$ cat config.mk
export PLATFORM = sky130hd
export DESIGN_NAME = vdp_sprite_vram_fetch
export DESIGN_NICKNAME = d
export VERILOG_FILES = /design/src/rtl/vdp_sprite_pkg.sv /design/src/rtl/vdp_sprite_vram_fetch_pipe.sv /design/src/rtl/vdp_sprite_vram_fetch.sv
export SDC_FILE = /design/constraint.sdc
export NUM_CORES = 1
export LEC_CHECK = 0
export BUFFER_PORTS_ARGS = -buffer_cell sky130_fd_sc_hd__buf_2
export CAP_MARGIN = 20
export CORE_ASPECT_RATIO = 0.9
export CORE_MARGIN = 1.5
export CORE_UTILIZATION = 51
export DETAILED_ROUTE_END_ITERATION = 8
export PLACE_DENSITY_LB_ADDON = 0.2
export SLEW_MARGIN = 20
export SYNTH_ARGS = -nofsm -noshare
export SYNTH_HDL_FRONTEND = slang
export SYNTH_SLANG_ARGS = --single-unit
export TNS_END_PERCENT = 5
$ cat constraint.sdc
create_clock -name clk -period 4.1 [get_ports clk]
set_input_delay 1.23 -clock clk [delete_from_list [all_inputs] [get_ports clk]]
set_output_delay 1.23 -clock clk [all_outputs]
set_load 0.05 [all_outputs]
$ cat src/rtl/vdp_sprite_pkg.sv
// vdp_sprite_pkg: shared widths and the x-flip nibble reversal for the sprite VRAM fetch path
package vdp_sprite_pkg;
  localparam int VRAM_ADDR_W = 14;
  localparam int VRAM_DATA_W = 32;
  localparam int PIXEL_BITS = 4;
  localparam int NIBBLES = VRAM_DATA_W / PIXEL_BITS;
  function automatic logic [VRAM_DATA_W-1:0] nibble_reverse32(input logic [VRAM_DATA_W-1:0] w);
    logic [VRAM_DATA_W-1:0] r;
    r = '0;
    for (int k = 0; k < NIBBLES; k++) r[PIXEL_BITS*k +: PIXEL_BITS] = w[PIXEL_BITS*(NIBBLES-1-k) +: PIXEL_BITS];
    return r;
  endfunction
endpackage

$ cat src/rtl/vdp_sprite_vram_fetch_pipe.sv
// vdp_sprite_fetch_pipe: {valid,flip} delay line tracking reads in flight, flushable on line restart
module vdp_sprite_fetch_pipe #(
  parameter int DEPTH = 2
) (
  input  logic clk,
  input  logic reset_n,
  input  logic flush_i,
  input  logic valid_i,
  input  logic flip_i,
  output logic valid_o,
  output logic flip_o
);
  logic [DEPTH-1:0] valid_q, valid_d, flip_q, flip_d;
  // shift one stage per cycle; a flush drops every in-flight valid bit
  always_comb begin
    valid_d = flush_i ? '0 : (valid_q << 1) | DEPTH'(valid_i);
    flip_d = (flip_q << 1) | DEPTH'(flip_i);
  end
  // state registers, cleared asynchronously so a reset abandons all reads in flight
  always_ff @(posedge clk or negedge reset_n) begin
    if (!reset_n) begin
      valid_q <= '0;
      flip_q <= '0;
    end else begin
      valid_q <= valid_d;
      flip_q <= flip_d;
    end
  end
  assign valid_o = valid_q[DEPTH-1];
  assign flip_o = flip_q[DEPTH-1];
endmodule

$ cat src/rtl/vdp_sprite_vram_fetch.sv
// vdp_sprite_vram_fetch: sprite VRAM read responder (slot scheduling, latency wait, x-flip); VDP_SPRITE_FETCH_STATS_EN adds missed_slots
module vdp_sprite_vram_fetch
  import vdp_sprite_pkg::*;
#(
  parameter int SLOT_PERIOD = 4,
  parameter int SLOT_PHASE = 0,
  parameter int VRAM_LATENCY = 2
) (
  input  logic                   clk,
  input  logic                   reset_n,
  input  logic                   start_new_line,
  input  logic                   fetch_enable,
  input  logic [VRAM_ADDR_W-1:0] sprite_read_address,
  input  logic                   sprite_read_x_flip,
  output logic [VRAM_DATA_W-1:0] sprite_read_data,
  output logic                   sprite_data_valid,
  output logic                   vram_req,
  output logic [VRAM_ADDR_W-1:0] vram_address,
  input  logic                   vram_grant,
`ifdef VDP_SPRITE_FETCH_STATS_EN
  output logic [7:0]             missed_slots,
`endif
  input  logic [VRAM_DATA_W-1:0] vram_read_data
);
  localparam int CW = SLOT_PERIOD > 1 ? $clog2(SLOT_PERIOD) : 1;
  logic [CW-1:0] slot_q, slot_d;
  logic [VRAM_DATA_W-1:0] data_q, data_d;
  logic valid_q, valid_d, issue, ret_valid, ret_flip, capture;
  assign vram_req = slot_q == CW'(SLOT_PHASE) && fetch_enable && !start_new_line;
  assign vram_address = sprite_read_address;
  assign issue = vram_req && vram_grant;
  assign capture = ret_valid && !start_new_line;
  vdp_sprite_fetch_pipe #(.DEPTH(VRAM_LATENCY)) u_pipe (
    .clk(clk),
    .reset_n(reset_n),
    .flush_i(start_new_line),
    .valid_i(issue),
    .flip_i(sprite_read_x_flip),
    .valid_o(ret_valid),
    .flip_o(ret_flip)
  );
  // slot counter wraps every SLOT_PERIOD and realigns to the line start; returned word captured and flipped
  always_comb begin
    slot_d = (start_new_line || slot_q == CW'(SLOT_PERIOD - 1)) ? '0 : slot_q + 1'b1;
    data_d = capture ? (ret_flip ? nibble_reverse32(vram_read_data) : vram_read_data) : data_q;
    valid_d = capture;
  end
  // slot, output word and valid pulse registers
  always_ff @(posedge clk or negedge reset_n) begin
    if (!reset_n) begin
      slot_q <= '0;
      data_q <= '0;
      valid_q <= 1'b0;
    end else begin
      slot_q <= slot_d;
      data_q <= data_d;
      valid_q <= valid_d;
    end
  end
  assign sprite_read_data = data_q;
  assign sprite_data_valid = valid_q;
`ifdef VDP_SPRITE_FETCH_STATS_EN
  logic [7:0] missed_q, missed_d;
  // saturating count of offered-but-refused slots within the current line
  always_comb missed_d = start_new_line ? '0 : (vram_req && !vram_grant && missed_q != 8'hFF) ? missed_q + 1'b1 : missed_q;
  // missed-slot counter register
  always_ff @(posedge clk or negedge reset_n) begin
    if (!reset_n) missed_q <= '0;
    else missed_q <= missed_d;
  end
  assign missed_slots = missed_q;
`endif
endmodule
Word level (Yosys, flattened, before mapping)
Cells that the tools add are included.
{"block": "totals", "ramBits": 0, "latch_bits": 0, "mem_count": 0, "elab_cells": 19, "mem_bits_ro": 0, "register_bits": 39}
{"block": "op_classes", "mux": 3, "n_eq_ne": 1, "div": 0, "add_sub_neg": 1, "n_mul": 0, "n_bitwise": 2, "reduce_logical": 7, "magnitude_cmp": 0, "n_shift": 0}
{"operator": "$mux W32", "n": 1}
{"operator": "$logic_and A1 B1 Y1", "n": 4}
{"operator": "$mux W2", "n": 2}
{"operator": "$or A2 B1 Y2", "n": 2}
{"operator": "$add A2 B1 Y2 const B", "n": 1}
{"operator": "$eq A2 B2 Y1 const B", "n": 1}
{"operator": "$logic_not A2 Y1", "n": 1}
{"operator": "$logic_not A1 Y1", "n": 1}
{"operator": "$logic_or A1 B1 Y1", "n": 1}

Longest topological paths before layout
Gate-level depths: netlist of the first run.
{"block": "depth", "depth_word": 6, "mapped_depth": 4, "depth_no_buf": 4}

Modules after synthesis
Synthesis of the first run repeated with hierarchy kept, for this count alone.
{"block": "hier_totals", "cells_unflattened": 137, "area_unflattened_um2": 2204.6}
{"mod": "vdp_sprite_vram_fetch", "area_per_inst_um2": 2092.0, "cells_per_inst": 131, "n_inst": 1, "seq_area_each_um2": 875.8}
{"mod": "vdp_sprite_fetch_pipe", "area_per_inst_um2": 112.6, "cells_per_inst": 6, "n_inst": 1, "seq_area_each_um2": 100.1}

Least setup slack after synthesis of the first run
No wires, ideal clock.
{"block": "synth_path", "path_kind": "input to output", "from": "input fetch_enable", "to": "output vram_req", "cell_stages": 2, "t_arrival_ns": 1.930, "slack_ns": 0.940, "required_ns": 2.870, "cell_sequence": "nand2_1 nor2_1"}
{"block": "synth_via", "elab_chain_len": 2}
{"element": "start, declared", "line": "vdp_sprite_vram_fetch.sv:12", "text": "input logic fetch_enable,"}
{"element": "$logic_and A1 B1 Y1 (2 in series)", "line": "vdp_sprite_vram_fetch.sv:29", "text": "assign vram_req = slot_q == CW'(SLOT_PHASE) && fetch_enable && !start_new_line;"}
{"element": "end, declared", "line": "vdp_sprite_vram_fetch.sv:17", "text": "output logic vram_req,"}
Every way passes these cells.

Worst setup path after layout of the first run
{"block": "layout_path", "from": "input start_new_line", "to": "output vram_req"}
{"block": "layout_via", "elab_chain_len": 2}
{"element": "start, declared", "line": "vdp_sprite_vram_fetch.sv:11", "text": "input logic start_new_line,"}
{"element": "$logic_not A1 Y1", "line": "vdp_sprite_vram_fetch.sv:29"}
{"element": "$logic_and A1 B1 Y1", "line": "vdp_sprite_vram_fetch.sv:29"}
Every way passes these cells.

==> reports/qor.yml, run 1 <==
status: "finished clean"
track_usage_pct: 16.7
fin_area_mm2: 0.00252
grt_max_degree: 40
cts_setup_buffers: 0
rsz0062_at_grt: "no"
postCtsResizedCells: 0
setup_viol: 0
switching_power_mw: 0.577
yosysSeqAreaShare_pct: 44.2
crit_chain: "buf_2 > nor2_1 > buf_2"
synthDistinctLibCells: 15
placed_area_mm2: 0.00243
fin_skew_ns: 0.00198
die_h_um: 65.4
syn-num-nets: 190
grt_pass1_wl_mm: 6.04
initialDrtViolationCount: 50
syn_area_mm2: 0.00221
slew_violations: 0
crit_fanout: 6
cp_common_cell: "buf_2"
pre_cts_ws_ns: 1.14
drv.max_cap_violation_count: 0
num_io_pins: 100
synth.avg_cell_area_um2: 16.2
swShare_pct: 41.1
cp_slowest_cell: "buf_2"
dp_hpwl_mm: 2.59
worstPathArrival_ns: 1.73
io_buffers: 71
cts_root_buf: "clkbuf_8"
core_mm2: 0.00413
worstHoldPathType: "reg2reg"
firstDrtPassIters: 4
gp_congestion: 0.674
worstSetupPathType: "in2out"
ys_seq_elements: 39
antenna_cells: 0
initial_utilization_pct: 53.5
relSlewSlack_pct: 35.0
path_delay_family: "buffers and inverters"
htree_levels: 2
grt_pass1_vias: 1301
grt_antenna_before_repair: 0
setup_tns_ns: 0
routed_via_density: 5.22
postRouteAntennaNets: 0
p_leak_nw: 1.35
path_clk_slew_ns: 0.07
path_buf_inv: 2
worst_pin_slew_ns: 0.975
fmax_mhz: 337
p_int_mw: 0.828
hold_viol_final: 0
startpoint_type: "input port"
combPwrFrac_pct: 43.9
holdBufCountCts: 0
synth.yosys.warnings: 0
row_count: 22
place_inst: 234
numClockSinks: 39
routedWlPerCell_um: 15.1
instances_no_fill: 242
vias: 1264
fp.dieArea_mm2: 0.00474
drive_gt1_share_pct: 73.7
die_w_um: 72.4
synth_cells: 136
wirelength_mm: 3.66
final.setup.worst_slack_ns: 1.14
period_needed_ns: 2.96
cts_tree: "yes"
clkPwrFrac_pct: 18.5
cts_buffer_depth: 2
cp_slowest_stage_delay_ns: 0.26
timing.final.crit_share_pct: 72.3
crit_required_ns: 2.87
nets: 247
clk_latency_ns: 0.28
ir_drop_mv: 0.233
power.density_mw_per_mm2: 558
area_growth_pct: 13.9
seq_power_share_pct: 37.6
overflow: 0
cp-end-kind: "primary output"
hold_ws_ns: 0.352
cts_inserted_buffers: 5
route.detailed.drc: 0
## synth_stat cells, drive strengths merged
library cell	count	share of area, %
buf	22	9.7
dfrtp	39	44
ha	2	1.1
inv	2	0.34
mux2	64	43
nand2	1	0.17
nor2	1	0.17
nor2b	2	0.57
nor3	1	0.23
nor3b	2	0.68
## final timing paths
| check | slack, ns | to | start | cells after the start |
|---|---|---|---|---|
| setup / recovery | 1.14 | vram_req | start_new_line | 3 |
| hold / removal | 0.35 | u_pipe.flip_q[1] | u_pipe.flip_q[0] | 0 |
| setup reg to reg | 2.32 | sprite_read_data[27] | u_pipe.valid_q[1] | 3 |
| hold reg to reg | 0.35 | u_pipe.flip_q[1] | u_pipe.flip_q[0] | 0 |
| max in group asynchronous | 2.47 | u_pipe.flip_q[1] | reset_n | 1 |
| min in group asynchronous | 1.05 | sprite_read_data[10] | reset_n | 1 |
## metrics by stage
step                utilization (%)  power (mW)
floorplan                         -        1.05
detailed placement             58.8        1.15
CTS                            61.0        1.42
finish                         61.0        1.40
global placement               58.8        1.14
global route                   61.0        1.48
## area by class of cell
class	instances	area [um2]
clock inverter	1	5.00
clock buffer	7	86.3
timing repair buffer	72	363
sequential	39	977
fill	330	1610
multi-input combinational	73	1020
tap	48	60.1
inverter	2	7.51
## state kept, by name (all words and copies together) (netlist names)
register,count
sprite_read_data,32
sprite_data_valid,1
slot_q,2
u_pipe.valid_q,2
u_pipe.flip_q,2
## cells in the final DEF, fill, tap and decap left out, drive strengths merged
cell type / instances
mux2: 64
clkinv: 1
buf: 72
nor3b: 2
nor2: 1
nor3: 1
inv: 2
dfrtp: 39
ha: 2
nor2b: 2
clkbuf: 7
nand2: 1
## per-layer routing
layer  vias to the layer above  track usage, %  share of wire [%]
li1                        570               -                  -
met1                       621            19.8                 41
met2                        50            27.4                 50
met3                        23            5.37                7.2
met4                         0            8.25                2.7
met5                         -               0                  0
## worst reg2reg max path, cell delays in order (launching register included)
cell     delay [ns]
dfrtp_1        0.34
nor2b_4        0.55
buf_4          0.44
mux2_4         0.34
## cell families after synthesis
kind of cell	synth area share, %
flops	44.2
mux	42.8
simple gates	1.81
buf+inv	10.1
fa+ha+maj	1.13
## power by group through the flow
stage	sequential, mW	clock [mW]	combinational, mW
after detailed placement	0.536	0	0.619
after CTS	0.529	0.271	0.621
after global routing	0.542	0.291	0.644
final	0.528	0.260	0.616
after global placement	0.531	0	0.612
after floorplan	0.831	0	0.223
Power figures use the tool's default switching activity.
==> run 2, diff against run 1 <==
- CORE_UTILIZATION: 51 -> 42
- clock period: 4.1 -> 2.61 ns (I/O delays scaled with it)
==> run 2 against run 1 <==
Effect of this change:
- sequential cell count stayed put
- first-iteration DRC count fell by 34%
- critical path depth grew 2
- largest cell class unchanged
- highest routed layer unchanged
==> reports/qor.yml, run 2 (synthesis results as in run 1) <==
status: "finished clean"
relSlewSlack_pct: 66.7  # +32 points
path_clk_slew_ns: 0.07  # about the same
seq_power_share_pct: 37.4  # -0.2 points
wl_met3_um: 263  # +0.38%
total_power_mw: 2.21  # +57%
drt-met1-wl_mm: 1.82  # +23%
fp.dieArea_mm2: 0.00571  # +20%
p_leak_nw: 1.37  # +0.95%
routedWlPerCell_um: 15.4  # +1.6%
numClockSinks: 39  # unchanged
cts_tree: "yes"
r2r-start: "u_pipe.flip_q[1]"
setup_tns_ns: 0  # unchanged
die_h_um: 71.8  # +9.7%
reg2reg_depth: 3  # unchanged
cts_setup_buffers: 0  # unchanged
setup_viol: 0  # unchanged
row_count: 24  # +9.1%
worstHoldPathType: "reg2reg"
crit_required_ns: 1.83  # -1.04 ns
cp_slowest_cell: "dfrtp_1"
route.detailed.drc: 0  # unchanged
fin_util_pct: 51.7  # -9.3 points
crit_chain: "inv_1 > ha_1 > nand2_1 > nor2_1 > buf_2"
layout_commonest_cell: "buf_2"
p_int_mw: 1.28  # +54%
grt_antenna_before_repair: 0  # unchanged
cp-end-kind: "primary output"
firstDrtPassIters: 3  # -1
power.density_mw_per_mm2: 863  # +55%
wirelength_mm: 4.04  # +10%
slew_violations: 0  # unchanged
htree_levels: 2  # unchanged
hold_path_end: "u_pipe.flip_q[1]"
startpoint_type: "flip-flop"
gp_congestion: 0.748  # +11%
rsz0062_at_grt: "no"
worstSetupPathType: "reg2out"
nets: 251  # +1.6%
cp_slowest_stage_delay_ns: 0.40  # +0.14 ns
largest_reg_flops: 32  # unchanged
hold_path_depth: 0  # unchanged
hold_ws_ns: 0.350  # -0.00167 ns
worst-r2r-setup-slack_ns: 0.98  # -1.34 ns
holdBufCountCts: 0  # unchanged
final.setup.worst_slack_ns: 0.530  # -0.607 ns
grt_pass1_wl_mm: 6.71  # +11%
cts_buffer_depth: 2  # unchanged
swShare_pct: 42.3  # +1.2 points
worstPathArrival_ns: 1.30  # -0.43 ns
antenna_cells: 0  # unchanged
core_mm2: 0.00495  # +20%
hp-start: "u_pipe.flip_q[0]"
crit_fanout: 3  # -3
cts_root_buf: "clkbuf_8"
overflow: 0  # unchanged
num_io_pins: 100  # unchanged
worst_pin_slew_ns: 0.499  # -0.477 ns
timing.final.crit_share_pct: 79.7
clk_latency_ns: 0.29  # about the same
ir_drop_mv: 0.403  # +73%
fin_skew_ns: 0.00645  # +0.00447 ns
postCtsResizedCells: 0  # unchanged
initial_utilization_pct: 44.6  # -8.9 points
switching_power_mw: 0.934  # +62%
drive_gt1_share_pct: 74.2  # +0.53 points
io_buffers: 71  # unchanged
track_usage_pct: 15.2  # -1.6 points
die_w_um: 79.5  # +9.8%
hold_viol_final: 0  # unchanged
period_needed_ns: 2.08
area_growth_pct: 16.0
wl_met2_mm: 1.88  # +3.9%
highest_layer: "met4"
drv.max_cap_violation_count: 0  # unchanged
postRouteAntennaNets: 0  # unchanged
routed_via_density: 4.75  # -9.1%
grt_max_degree: 40  # unchanged
fmax_mhz: 481
vias: 1248  # -1.3%
cts_inserted_buffers: 5  # unchanged
clkPwrFrac_pct: 18.2  # -0.3 points
crit_start: "slot_q[0]"
combPwrFrac_pct: 44.4  # +0.5 points
pre_cts_ws_ns: 0.542  # -0.594 ns
mostFrequentLayoutCells: "buf_2, mux2_4, dfrtp_1, clkbuf_8, buf_4"
grt_pass1_vias: 1317  # +1.2%
reg2reg_to: "sprite_read_data[14]"
initialDrtViolationCount: 33  # -34%
dp_hpwl_mm: 2.92  # +13%
[run 2: per-layer routing]
layer | vias up | track usage, %
met1 | 617 | 21.0
met5 | - | 0
met3 | 13 | 3.69
met4 | 0 | 6.24
li1 | 575 | -
met2 | 43 | 22.8
[run 2: cell type report]
cell class                      count  area [um2]
Clock buffer                        6        72.6
Clock inverter                      2        12.5
Fill cell                         442        2390
Inverter                            2        7.51
Multi-Input combinational cell     73        1020
Sequential cell                    39         977
Tap cell                           65        81.3
Timing Repair Buffer               76         393
[run 2: critical path, delay by kind of cell, from the launching register on]
| family | cells | cell delay, ns |
|---|---|---|
| flops | 1 | 0.40 |
| simple gates | 2 | 0.14 |
| buf+inv | 2 | 0.33 |
| fa+ha+maj | 1 | 0.14 |
[run 2: how the worst max path moves through the flow]
stage                           to  cells after the start
after floorplan           vram_req                      2
after global placement    vram_req                      3
after detailed placement  vram_req                      3
after CTS                 vram_req                      5
after global routing      vram_req                      5
final                     vram_req                      5
[run 2: power by group through the flow]
| stage | clock network (mW) | logic, mW | registers (mW) |
|---|---|---|---|
| after floorplan | 0 | 0.350 | 1.31 |
| after global placement | 0 | 0.977 | 0.830 |
| after detailed placement | 0 | 0.987 | 0.838 |
| after CTS | 0.412 | 0.991 | 0.829 |
| after global routing | 0.439 | 1.03 | 0.848 |
| final | 0.402 | 0.982 | 0.827 |
[run 2: per-stage QoR]
step,instance area [um2],instances
floorplan,2210,136
global placement,2480,255
detailed placement,2480,255
CTS,2560,263
global route,2560,263
finish,2560,263
==> run 3, diff against run 2 <==
- clock period: 2.61 -> 1.8 ns (I/O delays scaled with it)
==> run 3 against run 2 <==
Effect of this change:
- register-to-register slack got worse by 0.57 ns
- clock power grew 61%
- die area stayed put
- cell area increased by 3.5%
- worst hold slack worse by 0.18 ns
- clock skew decreased by 0.00051 ns
- combinational power grew 48%
- utilization is 1.8 points higher
- routed wire length down 0.77%
- critical path depth stayed put
==> reports/qor.yml, run 3 (synthesis results as in run 1) <==
r2r-start: "u_pipe.flip_q[1]"
wirelength_mm: 4.01  # -0.77%
route.detailed.drc: 0  # unchanged
firstDrtPassIters: 2  # -1
initial_utilization_pct: 44.6  # unchanged
fp.dieArea_mm2: 0.00571  # unchanged
cp-end-kind: "primary output"
track_usage_pct: 15.4  # +0.25 points
die_h_um: 71.8  # unchanged
path_clk_slew_ns: 0.07  # about the same
dp_hpwl_mm: 3.00  # +3.0%
crit_required_ns: 1.26  # -0.57 ns
routedWlPerCell_um: 15.1  # -1.9%
htree_levels: 2  # unchanged
routed_via_density: 4.82  # +1.6%
overflow: 0  # unchanged
multi_input_area_mm2: 0.00102  # +0.49%
initialDrtViolationCount: 62  # +88%
row_count: 24  # unchanged
switching_power_mw: 1.35  # +44%
p_leak_nw: 1.40  # +2.6%
combPwrFrac_pct: 44.1  # -0.3 points
cts_root_buf: "clkbuf_8"
startpoint_type: "flip-flop"
crit_start: "slot_q[0]"
status: "finished clean"
cp_slowest_cell: "dfrtp_1"
final.setup.worst_slack_ns: 0.0552  # -0.475 ns
period_needed_ns: 1.74
drv.max_cap_violation_count: 0  # unchanged
fill_cells: 434  # -1.8%
io_buffers: 71  # unchanged
cts_tree: "yes"
slew_violations: 0  # unchanged
crit_end: "vram_req"
timing.final.crit_share_pct: 96.9
crit_chain: "inv_1 > ha_1 > nand2_2 > nor2_2 > buf_6"
vias: 1283  # +2.8%
swShare_pct: 41.0  # -1.3 points
pre_cts_ws_ns: 0.215  # -0.326 ns
drive_gt1_share_pct: 76.1  # +1.9 points
setup_viol: 0  # unchanged
ir_drop_mv: 0.526  # +31%
reg2reg_depth: 3  # unchanged
core_mm2: 0.00495  # unchanged
relSlewSlack_pct: 72.9  # +6.1 points
seq_power_share_pct: 36.2  # -1.2 points
worstPathArrival_ns: 1.20  # -0.10 ns
nets: 254  # +1.2%
grt_pass1_vias: 1415  # +7.4%
antenna_cells: 0  # unchanged
fin_skew_ns: 0.00594  # -0.000511 ns
area_growth_pct: 20.0
grt_max_degree: 24  # -40%
holdBufCountCts: 0  # unchanged
fmax_mhz: 573
hold_viol_final: 0  # unchanged
grt_antenna_before_repair: 0  # unchanged
worst-r2r-setup-slack_ns: 0.41  # -0.57 ns
p_int_mw: 1.95  # +52%
rsz0062_at_grt: "yes"
clkPwrFrac_pct: 19.7  # +1.5 points
num_io_pins: 100  # unchanged
gp_congestion: 0.778  # +4.0%
numClockSinks: 39  # unchanged
die_w_um: 79.5  # unchanged
worst_pin_slew_ns: 0.407  # -0.0918 ns
cp_slowest_stage_delay_ns: 0.39  # about the same
power.density_mw_per_mm2: 1240  # +44%
seqCellArea_um2: 977  # unchanged
cts_inserted_buffers: 5  # unchanged
crit_fanout: 2  # -1
clk_latency_ns: 0.29  # about the same
mostFrequentLayoutCells: "buf_2, mux2_4, dfrtp_1, clkbuf_8, buf_4"
largest_reg_flops: 32  # unchanged
postRouteAntennaNets: 0  # unchanged
fin_util_pct: 53.5  # +1.8 points
grt_pass1_wl_mm: 6.70  # -0.10%
cts_buffer_depth: 2  # unchanged
worstSetupPathType: "reg2out"
reg2reg_to: "sprite_read_data[8]"
worstHoldPathType: "in2async"
layout_commonest_cell: "buf_2"
==> run 3: cell types whose count changed in the layout (fill, tap and decap cells not counted), sizes merged <==
| cell | delta |
|---|---|
| clkinv | -1 |
| buf | +3 |
| clkbuf | +1 |
==> run 3: per-stage QoR <==
| stage | hold slack, ns | instance area [um2] | cells | setup TNS [ns] | power, mW |
|---|---|---|---|---|---|
| after global routing | 0.192 | 2650 | 266 | -0.0315 | 3.46 |
| final | 0.173 | 2650 | 266 | 0 | 3.30 |
| after CTS | 0.177 | 2630 | 264 | 0 | 3.33 |
| after global placement | 0.335 | 2510 | 255 | 0 | 2.63 |
| after floorplan | 0.244 | 2210 | 136 | 0 | 2.40 |
| after detailed placement | 0.336 | 2510 | 255 | 0 | 2.65 |
==> run 3: critical path: cells and delay by family, from the launching register on <==
| kind | cells | cell delay [ns] |
|---|---|---|
| flops | 1 | 0.39 |
| buf+inv | 2 | 0.22 |
| fa+ha+maj | 1 | 0.16 |
| simple gates | 2 | 0.15 |
==> run 3: per-layer routing <==
metal  global-route usage (%)  part of all wire [%]  vias to the layer above
li1                         -                     -                      586
met1                     19.1                    42                      635
met2                     24.9                    49                       45
met3                     4.20                   6.6                       17
met4                     7.41                   2.0                        0
met5                        0                     0                        -
==> run 3: worst min path at each step <==
stage                                       to  slack, ns        startpoint
after floorplan                      slot_q[0]       0.24           reset_n
after global placement        u_pipe.flip_q[1]       0.33  u_pipe.flip_q[0]
after detailed placement      u_pipe.flip_q[1]       0.34  u_pipe.flip_q[0]
after CTS                 sprite_read_data[22]       0.18           reset_n
after global routing      sprite_read_data[21]       0.19           reset_n
final                     sprite_read_data[22]       0.17           reset_n
==> run 3: cell type report <==
| type | count | area share [%] |
|---|---|---|
| inverters | 2 | 0.283 |
| clock inverters | 1 | 0.283 |
| clock buffers | 7 | 3.63 |
| flip-flops and latches | 39 | 36.8 |
| multi-input cells | 73 | 38.6 |
| repair buffers | 79 | 17.3 |
| well taps | 65 | 3.07 |
==> run 3: timing repair <==
action,in CTS,in global routing
gates resized for setup,2,2
setup buffers,1,2
endpoints found under the setup margin,1,1
==> run 3: power by group through the flow <==
stage	Clock (mW)	Combinational (mW)	Sequential [mW]
2_1_floorplan	0	0.508	1.89
3_3_place_gp	0	1.43	1.20
3_5_place_dp	0	1.45	1.21
4_1_cts	0.677	1.46	1.20
5_1_grt	0.728	1.52	1.22
6_report	0.649	1.45	1.19
